<file path="src/rtl/mul_pkg.sv">
// Shared types for the signed multiply sequencer.
// State encoding, default width and flag positions.
package mul_pkg;

  localparam int WIDTH = 32;

  localparam int FLAG_OVF  = 0;
  localparam int FLAG_NEG  = 1;
  localparam int FLAG_ZERO = 2;

  typedef enum logic [2:0] {
    S_IDLE,
    S_ISSUE,
    S_WAIT,
    S_FIX,
    S_RESP
  } state_t;

endpackage

</file>
<file path="src/rtl/signed_mul_sequencer_if.sv">
// Request, multiplier and response signals of the sequencer.
// slave = sequencer side, master = requester/multiplier side.
interface signed_mul_sequencer_if #(
  parameter int W = mul_pkg::WIDTH
) ();

  logic           req_valid;
  logic           req_ready;
  logic           req_signed;
  logic [W-1:0]   req_a;
  logic [W-1:0]   req_b;

  logic           mul_start;
  logic [W-1:0]   mul_multiplier;
  logic [W-1:0]   mul_multiplicand;
  logic [2*W-1:0] mul_result;
  logic           mul_done;

  logic           rsp_valid;
  logic           rsp_ready;
  logic [2*W-1:0] rsp_product;
  logic [0:2]     rsp_flags;

  modport slave (
    input  req_valid, req_signed, req_a, req_b,
    output req_ready,
    output mul_start, mul_multiplier, mul_multiplicand,
    input  mul_result, mul_done,
    output rsp_valid, rsp_product, rsp_flags,
    input  rsp_ready
  );

  modport master (
    output req_valid, req_signed, req_a, req_b,
    input  req_ready,
    input  mul_start, mul_multiplier, mul_multiplicand,
    output mul_result, mul_done,
    input  rsp_valid, rsp_product, rsp_flags,
    output rsp_ready
  );

endinterface

</file>
<file path="src/rtl/mul_sign_fix.sv">
// Conditional two's-complement negate.
// The most negative value maps onto itself.
module mul_sign_fix #(
  parameter int N = 32
) (
  input  logic [N-1:0] value,
  input  logic         sel,
  output logic [N-1:0] result
);

  localparam logic [N-1:0] ONE = 1;

  assign result = sel ? (~value + ONE) : value;

endmodule

</file>
<file path="src/rtl/signed_mul_sequencer.sv">
// Signed/unsigned front and back end around the
// unsigned start/done Multiplier.
module signed_mul_sequencer #(
  parameter int WIDTH = mul_pkg::WIDTH
) (
  input logic clock,
  input logic reset,
  signed_mul_sequencer_if.slave bus
);

  import mul_pkg::*;

  localparam int P = 2 * WIDTH;

  state_t state;
  state_t state_nx;

  logic req_rdy;
  logic start;
  logic rsp_vld;
  logic take_req;
  logic take_res;
  logic load_rsp;

  logic sel_a;
  logic sel_b;
  logic [WIDTH-1:0] mag_a;
  logic [WIDTH-1:0] mag_b;
  logic [WIDTH-1:0] op_a;
  logic [WIDTH-1:0] op_b;

  logic sign;
  logic is_signed;
  logic [P-1:0] result;
  logic [P-1:0] product;
  logic [P-1:0] rsp_prod;
  logic [0:2] flags;
  logic [0:2] rsp_flg;
  logic [WIDTH:0] top;

  assign sel_a = bus.req_signed & bus.req_a[WIDTH-1];
  assign sel_b = bus.req_signed & bus.req_b[WIDTH-1];

  mul_sign_fix #(.N(WIDTH)) u_fix_a (
    .value  (bus.req_a),
    .sel    (sel_a),
    .result (mag_a)
  );

  mul_sign_fix #(.N(WIDTH)) u_fix_b (
    .value  (bus.req_b),
    .sel    (sel_b),
    .result (mag_b)
  );

  mul_sign_fix #(.N(P)) u_fix_p (
    .value  (result),
    .sel    (sign),
    .result (product)
  );

  // state register
  always_ff @(posedge clock or posedge reset) begin
    if (reset) state <= S_IDLE;
    else       state <= state_nx;
  end

  // next state and handshake strobes
  always_comb begin
    state_nx = state;
    req_rdy  = 1'b0;
    start    = 1'b0;
    rsp_vld  = 1'b0;
    take_req = 1'b0;
    take_res = 1'b0;
    load_rsp = 1'b0;
    unique case (state)
      S_IDLE: begin
        req_rdy = !reset;
        if (bus.req_valid && !reset) begin
          take_req = 1'b1;
          state_nx = S_ISSUE;
        end
      end
      S_ISSUE: begin
        start = 1'b1;
        if (!bus.mul_done) state_nx = S_WAIT;
      end
      S_WAIT: begin
        if (bus.mul_done) begin
          take_res = 1'b1;
          state_nx = S_FIX;
        end
      end
      S_FIX: begin
        load_rsp = 1'b1;
        state_nx = S_RESP;
      end
      S_RESP: begin
        rsp_vld = 1'b1;
        if (bus.rsp_ready) state_nx = S_IDLE;
      end
      default: state_nx = S_IDLE;
    endcase
  end

  // operand magnitudes and result sign
  always_ff @(posedge clock or posedge reset) begin
    if (reset) begin
      op_a      <= '0;
      op_b      <= '0;
      sign      <= 1'b0;
      is_signed <= 1'b0;
    end else if (take_req) begin
      op_a      <= mag_a;
      op_b      <= mag_b;
      sign      <= bus.req_signed &
                   (bus.req_a[WIDTH-1] ^ bus.req_b[WIDTH-1]);
      is_signed <= bus.req_signed;
    end
  end

  // raw unsigned product, only once done returns high in WAIT
  always_ff @(posedge clock or posedge reset) begin
    if (reset)         result <= '0;
    else if (take_res) result <= bus.mul_result;
  end

  // condition flags on the sign-corrected product
  always_comb begin
    flags = '0;
    top   = product[P-1:WIDTH-1];
    flags[FLAG_ZERO] = (product == '0);
    flags[FLAG_NEG]  = is_signed & product[P-1];
    if (is_signed) flags[FLAG_OVF] = !((&top) | (~|top));
    else           flags[FLAG_OVF] = |product[P-1:WIDTH];
  end

  // response registers, held through RESP
  always_ff @(posedge clock or posedge reset) begin
    if (reset) begin
      rsp_prod <= '0;
      rsp_flg  <= '0;
    end else if (load_rsp) begin
      rsp_prod <= product;
      rsp_flg  <= flags;
    end
  end

  assign bus.req_ready        = req_rdy;
  assign bus.mul_start        = start;
  assign bus.mul_multiplier   = op_a;
  assign bus.mul_multiplicand = op_b;
  assign bus.rsp_valid        = rsp_vld;
  assign bus.rsp_product      = rsp_prod;
  assign bus.rsp_flags        = rsp_flg;

endmodule

</file>
<file path="src/flat_wrapper.sv">
// flat-port wrapper written by rule: the top's interface ports become plain ports
module signed_mul_sequencer_flat import mul_pkg::*;
#(
  parameter int WIDTH = mul_pkg::WIDTH
)
  (clock, reset, bus_req_valid, bus_req_signed, bus_req_a, bus_req_b, bus_req_ready, bus_mul_start, bus_mul_multiplier, bus_mul_multiplicand, bus_mul_result, bus_mul_done, bus_rsp_valid, bus_rsp_product, bus_rsp_flags, bus_rsp_ready);
  signed_mul_sequencer_if #(.W((32))) bus_i ();
  input logic clock;
  input logic reset;
  input wire logic [$bits(bus_i.req_valid)-1:0] bus_req_valid;
  input wire logic [$bits(bus_i.req_signed)-1:0] bus_req_signed;
  input wire logic [$bits(bus_i.req_a)-1:0] bus_req_a;
  input wire logic [$bits(bus_i.req_b)-1:0] bus_req_b;
  output wire logic [$bits(bus_i.req_ready)-1:0] bus_req_ready;
  output wire logic [$bits(bus_i.mul_start)-1:0] bus_mul_start;
  output wire logic [$bits(bus_i.mul_multiplier)-1:0] bus_mul_multiplier;
  output wire logic [$bits(bus_i.mul_multiplicand)-1:0] bus_mul_multiplicand;
  input wire logic [$bits(bus_i.mul_result)-1:0] bus_mul_result;
  input wire logic [$bits(bus_i.mul_done)-1:0] bus_mul_done;
  output wire logic [$bits(bus_i.rsp_valid)-1:0] bus_rsp_valid;
  output wire logic [$bits(bus_i.rsp_product)-1:0] bus_rsp_product;
  output wire logic [$bits(bus_i.rsp_flags)-1:0] bus_rsp_flags;
  input wire logic [$bits(bus_i.rsp_ready)-1:0] bus_rsp_ready;
  assign bus_i.req_valid = bus_req_valid;
  assign bus_i.req_signed = bus_req_signed;
  assign bus_i.req_a = bus_req_a;
  assign bus_i.req_b = bus_req_b;
  assign bus_req_ready = bus_i.req_ready;
  assign bus_mul_start = bus_i.mul_start;
  assign bus_mul_multiplier = bus_i.mul_multiplier;
  assign bus_mul_multiplicand = bus_i.mul_multiplicand;
  assign bus_i.mul_result = bus_mul_result;
  assign bus_i.mul_done = bus_mul_done;
  assign bus_rsp_valid = bus_i.rsp_valid;
  assign bus_rsp_product = bus_i.rsp_product;
  assign bus_rsp_flags = bus_i.rsp_flags;
  assign bus_i.rsp_ready = bus_rsp_ready;
  signed_mul_sequencer #(.WIDTH(WIDTH)) u_core (.clock(clock), .reset(reset), .bus(bus_i));
endmodule
</file>
<file path="config.mk">
export PLATFORM = sky130hd
export DESIGN_NAME = signed_mul_sequencer_flat
export DESIGN_NICKNAME = d
export VERILOG_FILES = /design/src/rtl/mul_pkg.sv /design/src/rtl/signed_mul_sequencer_if.sv /design/src/rtl/mul_sign_fix.sv /design/src/rtl/signed_mul_sequencer.sv /design/src/flat_wrapper.sv
export SDC_FILE = /design/constraint.sdc
export NUM_CORES = 1
export LEC_CHECK = 0
export ABC_AREA = 1
export CORE_MARGIN = 4
export CORE_UTILIZATION = 48
export CTS_CLUSTER_SIZE = 14
export DETAILED_ROUTE_END_ITERATION = 12
export DONT_BUFFER_PORTS = 1
export PLACE_DENSITY = 0.73
export SLEW_MARGIN = 15
export SYNTH_ARGS = -nofsm -noshare
export SYNTH_HDL_FRONTEND = slang
export SYNTH_SLANG_ARGS = --single-unit
</file>
<file path="constraint.sdc">
create_clock -name clock -period 11.95 [get_ports clock]
set_clock_uncertainty 0.1 [all_clocks]
set_input_delay 1.195 -clock clock [delete_from_list [all_inputs] [get_ports clock]]
set_output_delay 1.195 -clock clock [all_outputs]
set_load 0.01 [all_outputs]
</file>
==> key figures <==
Worst setup path
  – RR Startpoint: u_core.state[1]$_DFFE_PP0P_
  – Setup slack, reg-to-reg: between 8 and 9 ns
  – Slowest cell on the critical path: buf_4
  – Worst R2R Path Depth: 14
  – Arr. time, crit path: ~3.4 ns
  – Critical path startpoint category: flip-flop
  – Worst Path Required: between 10 and 15 ns
  – Worst-path cell chain: inv_1 -> nor3_2 -> buf_4 -> inv_2 -> buf_4 -> nor3_1 -> nand4_1 -> nor2_1 -> nand2_1 -> nor2_1 -> nand3_1 -> nor2_1 -> nand2_1 -> nand2_1
  – Setup crit end kind: flip-flop
  – CP Max Fanout: 77
  – Worst setup path class: flip-flop to flip-flop
  – Worst reg2reg path endpoint: u_core.bus.rsp_flags[2]$_DFFE_PP0P_
  – CP peak stage delay: 0.52 ns

Drt
  – 1st-pass router iterations: 7
  – Via count: approximately 10000
  – Drc violations: 0
  – Vias/cell: 5.45
  – WL final: 35500 um
  – Routed WL per cell: 19.0 um
  – Post-route ant nets: 0
  – Initial DRC count: 785

Clock tree
  – Clock transition at path regs: 0.08 ns
  – Clock sink total: 200
  – H-tree depth: 4
  – Clk Latency, worst-skew pair: 0.44 ns
  – Cts bufs inserted: 17
  – Post-cts resize count: 0
  – Longest Clk Path Bufs: 2
  – Clock root buffer: clkbuf_16
  – CTS Hold Buffers Added: 0
  – Setup bufs post-CTS: 0
  – CTS tree: yes

Status
  – Status: finished, final reports clean

Global route
  – Vias in the first global route: 10014
  – First-pass GRT wire length: 55300 um
  – GRT met2 Usage: a little over two fifths
  – GR Util met3: a little over a tenth
  – Most Used Layer, Global Route: met2
  – GRT met1 Usage: roughly a third
  – Total gr overflow: 0
  – Largest net degree at the start of global routing: between 100 and 150
  – Initial antenna violation count: 8
  – Total Routing Usage GR: 26.7%

Synthesis
  – Synthesized area per cell: 7.35 um^2
  – EDFF count, synth: 0
  – Asr flop ratio synth: 100%
  – FF+latch count, synth: 200
  – Syn Inst Count: 1559
  – Sequential-to-total area share from yosys stat: a little over two fifths
  – YS warnings: 0
  – Synth area leaders: dfrtp_1 44%, nand2_1 15%, nor2_1 9.2%, o21ai_0 4.5%, xor2_1 4.1%
  – Library cells used by synthesis: 36
  – Syn nets: ~1700
  – Synth Flop Type: dfrtp_1
  – Syn Std Cell Area: about 0.011 mm^2
  – Largest area contributor in the netlist: dfrtp_1
  – Share of the synthesized area in the top cell type: 43.7%

STA
  – Period minus WS final: 3.11 ns
  – Rel. slew slack: 36.4%
  – Final Slew Violations: 0
  – Fin Setup TNS: 0 ns
  – Slew of the pin with the lowest slew margin: 0.953 ns
  – Count of final setup violators: 0
  – RSZ-0062 raised after global routing: false
  – Crit share post-route: 26.0%
  – Peak Freq: 321 MHz
  – Final Hold Fails: 0
  – Final hold slack: 0.453 ns

Place
  – Final GP Congestion: around 0.96
  – I/O Buffers: 0
  – Post-DP HPWL: 27600 um

Floorplan
  – Chip height: 162 um
  – I/O pin count: 268
  – Starting Density: 48.8%
  – # rows: 56
  – Die Area: approximately 0.026 mm^2
  – Core Box Area: 0.0235 mm^2
  – Die Width: 162 um

Cells and area
  – Commonest cells after routing, fill and taps aside: 449 x nand2_1, 282 x nor2_1, 199 x dfrtp_1
  – Commonest non-fill, non-tap cell in the layout: nand2_1
  – Fraction of final layout cells sized beyond drive strength 1: 7.37%
  – Final #Nets: 1671
  – Area grow syn2layout: 7.81%

Pwr
  – Static Leak: 5.66 nW
  – Power density of the placed cells: ~270 mW/mm^2
  – Peak supply drop: ~110 uV

Min path
  – Hold path depth: 2
  – Hold_sp: u_core.bus.rsp_product[42]$_DFFE_PP0P_
  – Worst-case hold path end point: u_core.bus.rsp_product[42]$_DFFE_PP0P_
  – Worst Hold Class: flip-flop to flip-flop

Run
  – MaxCap Viol Count: 0
-- worst max-delay path: cells and delay by family (launching register included) --
family	cells	cell delay [ns]
and+or+nand+nor	10	1.42
buffers and inverters	4	1.04
DFF	1	0.45
-- cell families (layout without fill, tap and decap cells) --
logic type	count (synthesis)	after routing	synth area share [%]
flops	200	200	43.7
xor+xnor	81	81	6.19
fa+ha+maj	4	4	0.437
simple gates	897	897	32.5
other cells	0	1	0
compound gates	195	195	9.42
buf+inv	156	143	5.20
mux	26	26	2.56
-- stage by stage --
step	power (mW)	setup slack (ns)	cells	area (um^2)	utilization, %
5_1_grt	3.62	8.56	1865	12300	52.6
4_1_cts	3.36	8.89	1865	12300	52.6
6_report	3.36	8.84	1866	12400	52.6
3_5_place_dp	2.76	8.48	1833	11700	50.0
3_3_place_gp	2.73	8.56	1833	11700	50.0
2_1_floorplan	2.32	4.85	1559	11500	-
-- sequential cells by signal, summed over array words and instances, names as in the netlist --
name,count
u_core.bus.rsp_product,64
u_core.result,64
u_core.bus.mul_multiplicand,32
u_core.bus.mul_multiplier,32
u_core.bus.rsp_flags,3
u_core.state,3
u_core.is_signed,1
u_core.sign,1
-- area by class of cell --
class	instances	area, um^2
Timing Repair Buffer	7	52.6
Clock buffer	17	425
Clock inverter	15	194
Tap cell	319	399
Inverter	104	398
Multi-Input combinational cell	1203	5870
Antenna cell	1	2.50
Sequential cell	200	5010
Fill cell	2301	11100
-- how the worst max path moves through the flow --
stage                                      from                                     endpoint  slack [ns]  depth (start not counted)
CTS                 u_core.state[1]$_DFFE_PP0P_          u_core.bus.rsp_flags[2]$_DFFE_PP0P_        8.89                         14
global placement                          reset  u_core.bus.mul_multiplicand[22]$_DFFE_PP0P_        8.56                          7
floorplan                                 reset   u_core.bus.mul_multiplicand[2]$_DFFE_PP0P_        4.85                          8
global route        u_core.state[1]$_DFFE_PP0P_          u_core.bus.rsp_flags[2]$_DFFE_PP0P_        8.56                         14
detailed placement                        reset  u_core.bus.mul_multiplicand[22]$_DFFE_PP0P_        8.48                          7
finish              u_core.state[1]$_DFFE_PP0P_          u_core.bus.rsp_flags[2]$_DFFE_PP0P_        8.84                         14
-- synth_stat cells, drive strengths merged (5+ instances only) --
| library cell | number |
|---|---|
| a21oi | 46 |
| a31oi | 24 |
| buf | 10 |
| clkbuf | 42 |
| dfrtp | 200 |
| inv | 103 |
| mux2 | 26 |
| nand2 | 460 |
| nand3 | 71 |
| nand4 | 24 |
| nor2 | 295 |
| nor3 | 23 |
| nor4 | 8 |
| o21ai | 119 |
| o31ai | 5 |
| or2 | 8 |
| xnor2 | 28 |
| xor2 | 53 |
-- report_power, final --
group	switching, mW	internal (mW)
Sequential	0.410	0.988
Combinational	0.912	0.454
Clock	0.311	0.288
-- routing by layer --
metal | vias up | share of wire [%]
met3 | 54 | 11
met2 | 398 | 46
met4 | 14 | 2.2
li1 | 4954 | -
met5 | - | 0.31
met1 | 4748 | 40
Power figures use the tool's default switching activity.
